$ cat src/rtl/status_led_pkg.sv
// rtl/status_led_pkg.sv - shared mode encodings and counter-width helper for status_led_ctrl
// Contents:
//   MODE_W                          width of one channel's mode field
//   MODE_OFF/MODE_ON/MODE_HB/MODE_EVT  per-channel mode encodings
//   cnt_width(v)                    bits needed to hold 0..v
package status_led_pkg;

    localparam int MODE_W = 2;

    localparam logic [MODE_W-1:0] MODE_OFF = 2'b00;
    localparam logic [MODE_W-1:0] MODE_ON  = 2'b01;
    localparam logic [MODE_W-1:0] MODE_HB  = 2'b10;
    localparam logic [MODE_W-1:0] MODE_EVT = 2'b11;

    function automatic int cnt_width(input int v);
        return $clog2(v + 1);
    endfunction

endpackage

$ cat src/rtl/led_stretch_ch.sv
// rtl/led_stretch_ch.sv - one channel's event pulse stretcher (reload/decrement counter)
// Ports:
//   CLK     in   system clock
//   RST_N   in   asynchronous reset, active low
//   enable  in   channel is in event-stretch mode; counter is held at 0 otherwise
//   evt     in   one-cycle event strobe; (re)loads the counter with STRETCH_CYCLES
//   lit     out  counter value being loaded at this edge is non-zero
module led_stretch_ch
    import status_led_pkg::*;
#(
    parameter int STRETCH_CYCLES = 1200000
) (
    input  logic CLK,
    input  logic RST_N,
    input  logic enable,
    input  logic evt,
    output logic lit
);

    localparam int              CW   = cnt_width(STRETCH_CYCLES);
    localparam logic [CW-1:0]   LOAD = CW'(STRETCH_CYCLES);

    logic [CW-1:0] r_cnt;
    logic [CW-1:0] w_cnt_nxt;

    always_comb begin
        w_cnt_nxt = r_cnt;
        if (!enable) begin
            w_cnt_nxt = '0;
        end else if (evt) begin
            w_cnt_nxt = LOAD;
        end else if (r_cnt != '0) begin
            w_cnt_nxt = r_cnt - CW'(1);
        end
    end

    always_ff @(posedge CLK or negedge RST_N) begin
        if (!RST_N) begin
            r_cnt <= '0;
        end else begin
            r_cnt <= w_cnt_nxt;
        end
    end

    // Reported from the next-state value so the registered LED in the top
    // lights on the same edge that samples the event: exactly STRETCH_CYCLES
    // lit cycles, and a retrigger reload leaves no gap.
    assign lit = (w_cnt_nxt != '0);

endmodule

$ cat src/rtl/status_led_ctrl.sv
// rtl/status_led_ctrl.sv - N-channel status LED controller (off/on/heartbeat/event stretch, sticky error blink)
// Optional feature macro: STATUS_LED_PWM_EN (4-bit PWM brightness gating by duty)
// Ports:
//   CLK        in   system clock
//   RST_N      in   asynchronous reset, active low
//   evt_pulse  in   [N_LEDS]    per-channel one-cycle event strobe
//   mode_sel   in   [2*N_LEDS]  per-channel mode, [2i+1:2i] for channel i
//   err_in     in   error strobe, sets the sticky error (wins over err_clr)
//   err_clr    in   clears the sticky error
//   duty       in   [4]         PWM brightness 0..15 (only with STATUS_LED_PWM_EN)
//   err_flag   out  sticky error state
//   LED        out  [N_LEDS]    registered LED drive, active high
module status_led_ctrl
    import status_led_pkg::*;
#(
    parameter int N_LEDS         = 8,
    parameter int HEARTBEAT_DIV  = 6000000,
    parameter int STRETCH_CYCLES = 1200000,
    parameter int ERR_DIV        = 1500000
) (
    input  logic                  CLK,
    input  logic                  RST_N,
    input  logic [N_LEDS-1:0]     evt_pulse,
    input  logic [2*N_LEDS-1:0]   mode_sel,
    input  logic                  err_in,
    input  logic                  err_clr,
    input  logic [3:0]            duty,
    output logic                  err_flag,
    output logic [N_LEDS-1:0]     LED
);

    localparam int              HB_W    = cnt_width(HEARTBEAT_DIV);
    localparam int              EB_W    = cnt_width(ERR_DIV);
    localparam logic [HB_W-1:0] HB_LAST = HB_W'(HEARTBEAT_DIV - 1);
    localparam logic [EB_W-1:0] EB_LAST = EB_W'(ERR_DIV - 1);

    logic [HB_W-1:0]   r_hb_cnt, w_hb_cnt_nxt;
    logic              r_hb, w_hb_nxt;
    logic [EB_W-1:0]   r_eb_cnt, w_eb_cnt_nxt;
    logic              r_eb, w_eb_nxt;
    logic              r_err_flag, w_err_nxt;
    logic [N_LEDS-1:0] r_led, w_led_nxt;
    logic [N_LEDS-1:0] w_mode_led;

    // The output register is fed from next-state hb/eb/error values so every
    // LED change lands on the same edge as the event that causes it.
    always_comb begin
        w_hb_cnt_nxt = r_hb_cnt + HB_W'(1);
        w_hb_nxt     = r_hb;
        if (r_hb_cnt == HB_LAST) begin
            w_hb_cnt_nxt = '0;
            w_hb_nxt     = ~r_hb;
        end
    end

    // Error blink prescaler only runs while the error is latched, so each
    // error episode starts its blink from a dark phase.
    always_comb begin
        w_eb_cnt_nxt = '0;
        w_eb_nxt     = 1'b0;
        if (r_err_flag) begin
            w_eb_cnt_nxt = r_eb_cnt + EB_W'(1);
            w_eb_nxt     = r_eb;
            if (r_eb_cnt == EB_LAST) begin
                w_eb_cnt_nxt = '0;
                w_eb_nxt     = ~r_eb;
            end
        end
    end

    assign w_err_nxt = err_in | (r_err_flag & ~err_clr);

    for (genvar i = 0; i < N_LEDS; i++) begin : g_ch
        logic [MODE_W-1:0] w_mode;
        logic              w_lit;
        logic              w_bit;

        assign w_mode = mode_sel[MODE_W*i +: MODE_W];

        led_stretch_ch #(
            .STRETCH_CYCLES (STRETCH_CYCLES)
        ) u_stretch (
            .CLK    (CLK),
            .RST_N  (RST_N),
            .enable (w_mode == MODE_EVT),
            .evt    (evt_pulse[i]),
            .lit    (w_lit)
        );

        always_comb begin
            w_bit = 1'b0;
            case (w_mode)
                MODE_OFF: w_bit = 1'b0;
                MODE_ON:  w_bit = 1'b1;
                MODE_HB:  w_bit = w_hb_nxt;
                MODE_EVT: w_bit = w_lit;
                default:  w_bit = 1'b0;
            endcase
        end

        assign w_mode_led[i] = w_bit;
    end

    // Error overrides all channels; stretch counters keep running underneath.
    assign w_led_nxt = w_err_nxt ? {N_LEDS{w_eb_nxt}} : w_mode_led;

`ifdef STATUS_LED_PWM_EN
    logic [3:0] r_pwm_cnt;
    logic       w_pwm_on;

    assign w_pwm_on = (r_pwm_cnt < duty);

    always_ff @(posedge CLK or negedge RST_N) begin
        if (!RST_N) begin
            r_pwm_cnt <= '0;
        end else begin
            r_pwm_cnt <= r_pwm_cnt + 4'd1;
        end
    end
`else
    logic w_pwm_on;
    logic w_duty_unused;

    assign w_pwm_on      = 1'b1;
    assign w_duty_unused = ^duty;
`endif

    always_ff @(posedge CLK or negedge RST_N) begin
        if (!RST_N) begin
            r_hb_cnt   <= '0;
            r_hb       <= 1'b0;
            r_eb_cnt   <= '0;
            r_eb       <= 1'b0;
            r_err_flag <= 1'b0;
            r_led      <= '0;
        end else begin
            r_hb_cnt   <= w_hb_cnt_nxt;
            r_hb       <= w_hb_nxt;
            r_eb_cnt   <= w_eb_cnt_nxt;
            r_eb       <= w_eb_nxt;
            r_err_flag <= w_err_nxt;
            r_led      <= w_led_nxt & {N_LEDS{w_pwm_on}};
        end
    end

    assign err_flag = r_err_flag;
    assign LED      = r_led;

endmodule

$ cat config.mk
export PLATFORM = sky130hd
export DESIGN_NAME = status_led_ctrl
export DESIGN_NICKNAME = d
export VERILOG_FILES = /design/src/rtl/status_led_pkg.sv /design/src/rtl/led_stretch_ch.sv /design/src/rtl/status_led_ctrl.sv
export SDC_FILE = /design/constraint.sdc
export NUM_CORES = 1
export LEC_CHECK = 0
export ABC_AREA = 0
export CORE_ASPECT_RATIO = 1.4
export CORE_UTILIZATION = 40
export CTS_CLUSTER_DIAMETER = 200
export CTS_CLUSTER_SIZE = 10
export DETAILED_ROUTE_END_ITERATION = 10
export SLEW_MARGIN = 20
export SYNTH_ARGS = -nofsm -noshare
export SYNTH_HDL_FRONTEND = slang
export SYNTH_SLANG_ARGS = --single-unit
$ cat constraint.sdc
create_clock -name CLK -period 7.7 [get_ports CLK]
set_clock_uncertainty 0.15 [all_clocks]
set_input_delay 1.54 -clock CLK [delete_from_list [all_inputs] [get_ports CLK]]
set_output_delay 1.54 -clock CLK [all_outputs]
set_load 0.02 [all_outputs]
# After elaboration in Yosys (flattened, before gate mapping)
# Cells that the tools add are included.
[word_totals] register_bits=223 input_bits=32 out_inout_bits=9 wordCells=118
[op_classes] muxes=39 n_addsub=10 eq_ne=26 n_reduce_logical=24 n_bitwise=5
[op_table] op="$mux 21" n=26
[op_table] op="$reduce_bool 21->1" n=16
[op_table] op="$sub 21x1->21 const B" n=8
[op_table] op="$eq 2x2->1 const B" n=16
[op_table] op="$pmux 1 s4" n=8
[op_table] op="$add 23x1->23 const B" n=1
[op_table] op="$eq 23x23->1 const B" n=1
[op_table] op="$mux 23" n=1
[op_table] op="$add 21x1->21 const B" n=1
[op_table] op="$eq 21x21->1 const B" n=1
[op_table] op="$eq 2x1->1 const B" n=8
[op_table] op="$logic_not 2->1" n=8
[op_table] op="$mux 8" n=1
[op_table] op="$mux 1" n=3
[op_table] op="$not 1->1" n=3
[op_table] op="$and 1x1->1" n=1
[op_table] op="$or 1x1->1" n=1

# Logic depth before layout (Yosys ltp)
[logic_depth] depth_word=7 ltp_mapped=11 mapped_depth_nobuf=9

# By module
# From an unflattened synthesis, not the netlist that was laid out.
[unflattened] cells_unflattened=1411 area_unflattened_um2=13484.2
[modules_own_cells] mod="led_stretch_ch (g_ch[1].u_stretch ...)" area_each_um2=1333.8 instances=6 seq_area_each_um2=525.5 cells_each=138
[modules_own_cells] mod="status_led_ctrl" area_each_um2=2795.2 instances=1 seq_area_each_um2=1376.3 cells_each=292
[modules_own_cells] mod="led_stretch_ch (g_ch[7].u_stretch)" area_each_um2=1418.9 instances=1 seq_area_each_um2=525.5 cells_each=156
[modules_own_cells] mod="led_stretch_ch (g_ch[0].u_stretch)" area_each_um2=1267.5 instances=1 seq_area_each_um2=525.5 cells_each=135

# Worst setup path after synthesis
# No wires, ideal clock.
[synth_timing] path_type="input-to-reg" startpoint="input err_clr" endpoint="register r_led[0] (netlist: LED[0])" n_path_buf=0 required_time_ns=7.413 setup_time_ns=0.137 arrival_ns=3.394 stages=8 slack_ns=4.019 path_cell_list="inv_1 a21oi_1 clkinv_1 o2111a_1 or2_2 or4_1 nor4_1 a31oi_1"
[synth_between] elab_chain_len=4
[synth_lines] item="start: declaration" line_no="status_led_ctrl.sv:26" rtl="input logic err_clr,"
[synth_lines] item="$not 1->1" line_no="status_led_ctrl.sv:71" rtl="assign w_err_nxt = err_in | (r_err_flag & ~err_clr);"
[synth_lines] item="$and 1x1->1" line_no="status_led_ctrl.sv:71"
[synth_lines] item="$or 1x1->1" line_no="status_led_ctrl.sv:71"
[synth_lines] item="via w_err_nxt" line_no="status_led_ctrl.sv:41" rtl="logic r_err_flag, w_err_nxt;"
[synth_lines] item="$mux 8" line_no="status_led_ctrl.sv:105" rtl="assign w_led_nxt = w_err_nxt ? {N_LEDS{w_eb_nxt}} : w_mode_led;"
[synth_lines] item="via w_led_nxt[0]" line_no="status_led_ctrl.sv:42" rtl="logic [N_LEDS-1:0] r_led, w_led_nxt;"
[synth_lines] item="end signal: assignment" line_no="status_led_ctrl.sv:142" rtl="r_led <= w_led_nxt & {N_LEDS{w_pwm_on}};"
[synth_lines] item="end: declaration" line_no="status_led_ctrl.sv:42"
# The timed path passes the listed nets, and every way through them passes these cells.

# Final worst setup path
# Ends and elaborated chain as after synthesis.

==> flow_summary.json <==
{
  "max_freq_mhz": 213,
  "overflow": 0,
  "die-area_sq_um": 32500,
  "global_route.usage.met1_pct": 24.3,
  "dpl_worst_slack_ns": 2.47,
  "syn-num-nets": 1459,
  "wl_per_cell_um": 17.2,
  "cts_htree_levels": 1,
  "fin_tns_setup_ns": 0,
  "clk_latency_ns": 0.53,
  "wirelength_um": 31700,
  "grt.busiest_layer": "met2",
  "final_util_pct": 45.7,
  "stdcell_area_sq_um": 14200,
  "path_max_fanout": 9,
  "finalSetupViolCount": 0,
  "hold_path.class": "reg -> reg",
  "place_area_sq_um": 13500,
  "netlist_top_cells_count": "223 x dfrtp_1, 201 x nor2_1, 110 x a21oi_1",
  "critPathKind": "in -> reg",
  "synth_cells": 1417,
  "cts_resized": 0,
  "use_met2_pct": 35.7,
  "setup_slack_ns": 3.00,
  "cts-root-buf": "clkbuf_16",
  "layout-drive-gt1-share_pct": 5.37,
  "postRouteAntennaNets": 0,
  "multi_input_area_sq_um": 6830,
  "synth_area_leaders": "dfrtp_1 44%, nor2_1 5.9%, a21oi_1 4.3%",
  "diodes": 0,
  "grt_pass1_vias": 10874,
  "outcome": "finished, violations left",
  "async_flop_share_pct": 100,
  "hold_viol": 0,
  "syn_area_sq_um": 12700,
  "final_nets": 1495,
  "portBuffers": 36,
  "grtUsageTotal_pct": 20.1,
  "max_cap_violations": 0,
  "yosys.area.top_type": "dfrtp_1",
  "final-seq-area_sq_um": 5580,
  "dp.cells": 1815,
  "ys.flop_type": "dfrtp_1",
  "cellPowerDensity_nw_per_um2": 224,
  "dr.pass1.iters": 11,
  "synth_edf_count": 0,
  "start_kind": "input pin",
  "p_leak_nw": 6.19,
  "hpwlAfterDp_um": 22300,
  "violations": "design-rule violations",
  "rsz0062_at_grt": "no",
  "hold_buffers": 0,
  "n_fill_cell": 3012,
  "place.gp.congestion": 0.936,
  "ir_worst_vdd_v": 0.000160,
  "yosysMostFrequentCell": "dfrtp_1",
  "die-width_um": 153,
  "synth_seq_cells": 223,
  "max-slew-margin-rel_pct": 32.2,
  "routed_via_density": 5.93,
  "grt_max_degree": 158,
  "vias": 10932,
  "cts_tree": "built",
  "crit_arrival_ns": 4.94,
  "ys_warn_count": 0,
  "synth_top_area_share_pct": 43.9,
  "core_area_sq_um": 31000,
  "tightest_slew_ns": 1.00,
  "cts_inserted_buffers": 26,
  "worstPathRequired_ns": 7.94,
  "period_share_pct": 61.0,
  "antenna_found_initial": 1,
  "start_util_pct": 41.0,
  "die_h_um": 213,
  "ys_types": 80,
  "grt_pass1_wl_um": 53900,
  "synth.avg_cell_area_sq_um": 8.97,
  "critPathCaptureType": "flop",
  "cts_sinks": 223,
  "clock_path_buffers": 3,
  "finalCriticalPeriod_ns": 4.70,
  "ios": 41,
  "num_rows": 76,
  "cts.clk_slew.worst_paths_ns": 0.05,
  "drcViolationCount": 1,
  "finalMaxSlewViolations": 0,
  "met3_usage_pct": 2.60,
  "syn_to_final_growth_pct": 11.4,
  "postCtsSetupRepairBufs": 0,
  "ys_seq_area_share_pct": 43.9,
  "drtIter0Drc": 615,
  "fin_cells": 1843
}
-- layout by cell type, fill, tap and decap left out, types with 30 or more instances in the layout --
| cell | netlist | final |
|---|---|---|
| or4_1 | 31 | 31 |
| dfrtp_1 | 223 | 223 |
| nand2_1 | 108 | 108 |
| nand3_1 | 35 | 35 |
| clkdlybuf4s50_1 | 0 | 35 |
| xor2_1 | 49 | 49 |
| nor3_1 | 69 | 69 |
| or3_1 | 30 | 30 |
| nor2_1 | 201 | 201 |
| nor4_1 | 45 | 44 |
| a21oi_1 | 110 | 110 |
| xnor2_1 | 62 | 62 |
| o21ai_0 | 45 | 44 |
| inv_1 | 42 | 42 |
-- sequential cells by signal, indices dropped and copies added (netlist names) --
register              flops
r_hb_cnt                 23
r_eb_cnt                 21
r_eb                      1
r_hb                      1
g_ch.u_stretch.r_cnt    168
err_flag                  1
LED                       8
-- cell type report --
cell class | count | area share, %
Clock buffer | 27 | 4.77
Clock inverter | 1 | 0.0618
Inverter | 44 | 1.17
Multi-Input combinational cell | 1116 | 48.2
Sequential cell | 223 | 39.4
Tap cell | 390 | 3.44
Timing Repair Buffer | 42 | 2.99
-- per-stage QoR --
step | total power [mW] | hold WS (ns)
after floorplan | 1.90 | 0.274
after global placement | 2.11 | 0.291
after detailed placement | 2.11 | 0.297
after CTS | 3.22 | 0.304
after global routing | 3.37 | 0.330
final | 3.17 | 0.305
-- metal layers --
layer	up-vias	part of all wire [%]
li1	5313	-
met1	5277	42
met2	251	50
met3	89	4.3
met4	2	3.8
met5	-	0.041
-- worst max-delay path: stages --
cell             delay [ns]
clkdlybuf4s50_1        0.53
inv_1                  0.06
a21oi_1                0.38
clkinv_1               0.58
o2111a_1               0.38
or2_2                  0.41
or4_1                  0.54
nor4_1                 0.38
a31oi_1                0.14
-- final timing paths --
check                                                           from               endpoint  slack [ns]  cells past startpoint
worst min-delay path                           r_hb_cnt[0]$_DFF_PN0_  r_hb_cnt[0]$_DFF_PN0_        0.31                      1
worst min register to register                 r_hb_cnt[0]$_DFF_PN0_  r_hb_cnt[0]$_DFF_PN0_        0.31                      1
worst max register to register  g_ch[0].u_stretch.r_cnt[0]$_DFF_PN0_       LED[0]$_DFF_PN0_        3.88                      9
worst max-delay path                                         err_clr       LED[0]$_DFF_PN0_        3.00                      9
min in group asynchronous                                      RST_N  r_hb_cnt[4]$_DFF_PN0_        0.79                      1
max in group asynchronous                                      RST_N  r_eb_cnt[2]$_DFF_PN0_        5.39                      2
-- power breakdown --
part           switching, mW  internal, mW  total, mW  leakage, nW
Sequential            0.0722          1.23       1.30         3.02
Clock                  0.461         0.612       1.07        0.337
Combinational          0.489         0.309      0.798         2.83
-- kinds of logic (layout without fill, tap and decap cells) --
group | count (synthesis) | after routing | share of synthesized area (%)
XOR/XNOR | 111 | 111 | 7.65
flip-flops | 223 | 223 | 43.9
adder cells (fa/ha/maj) | 10 | 10 | 0.984
AO/OA/AOI/OAI | 302 | 302 | 15.4
multiplexers | 11 | 11 | 0.896
AND/OR/NAND/NOR | 682 | 682 | 28.6
buffers and inverters | 78 | 114 | 2.52
(Power assumes the default switching activity.)
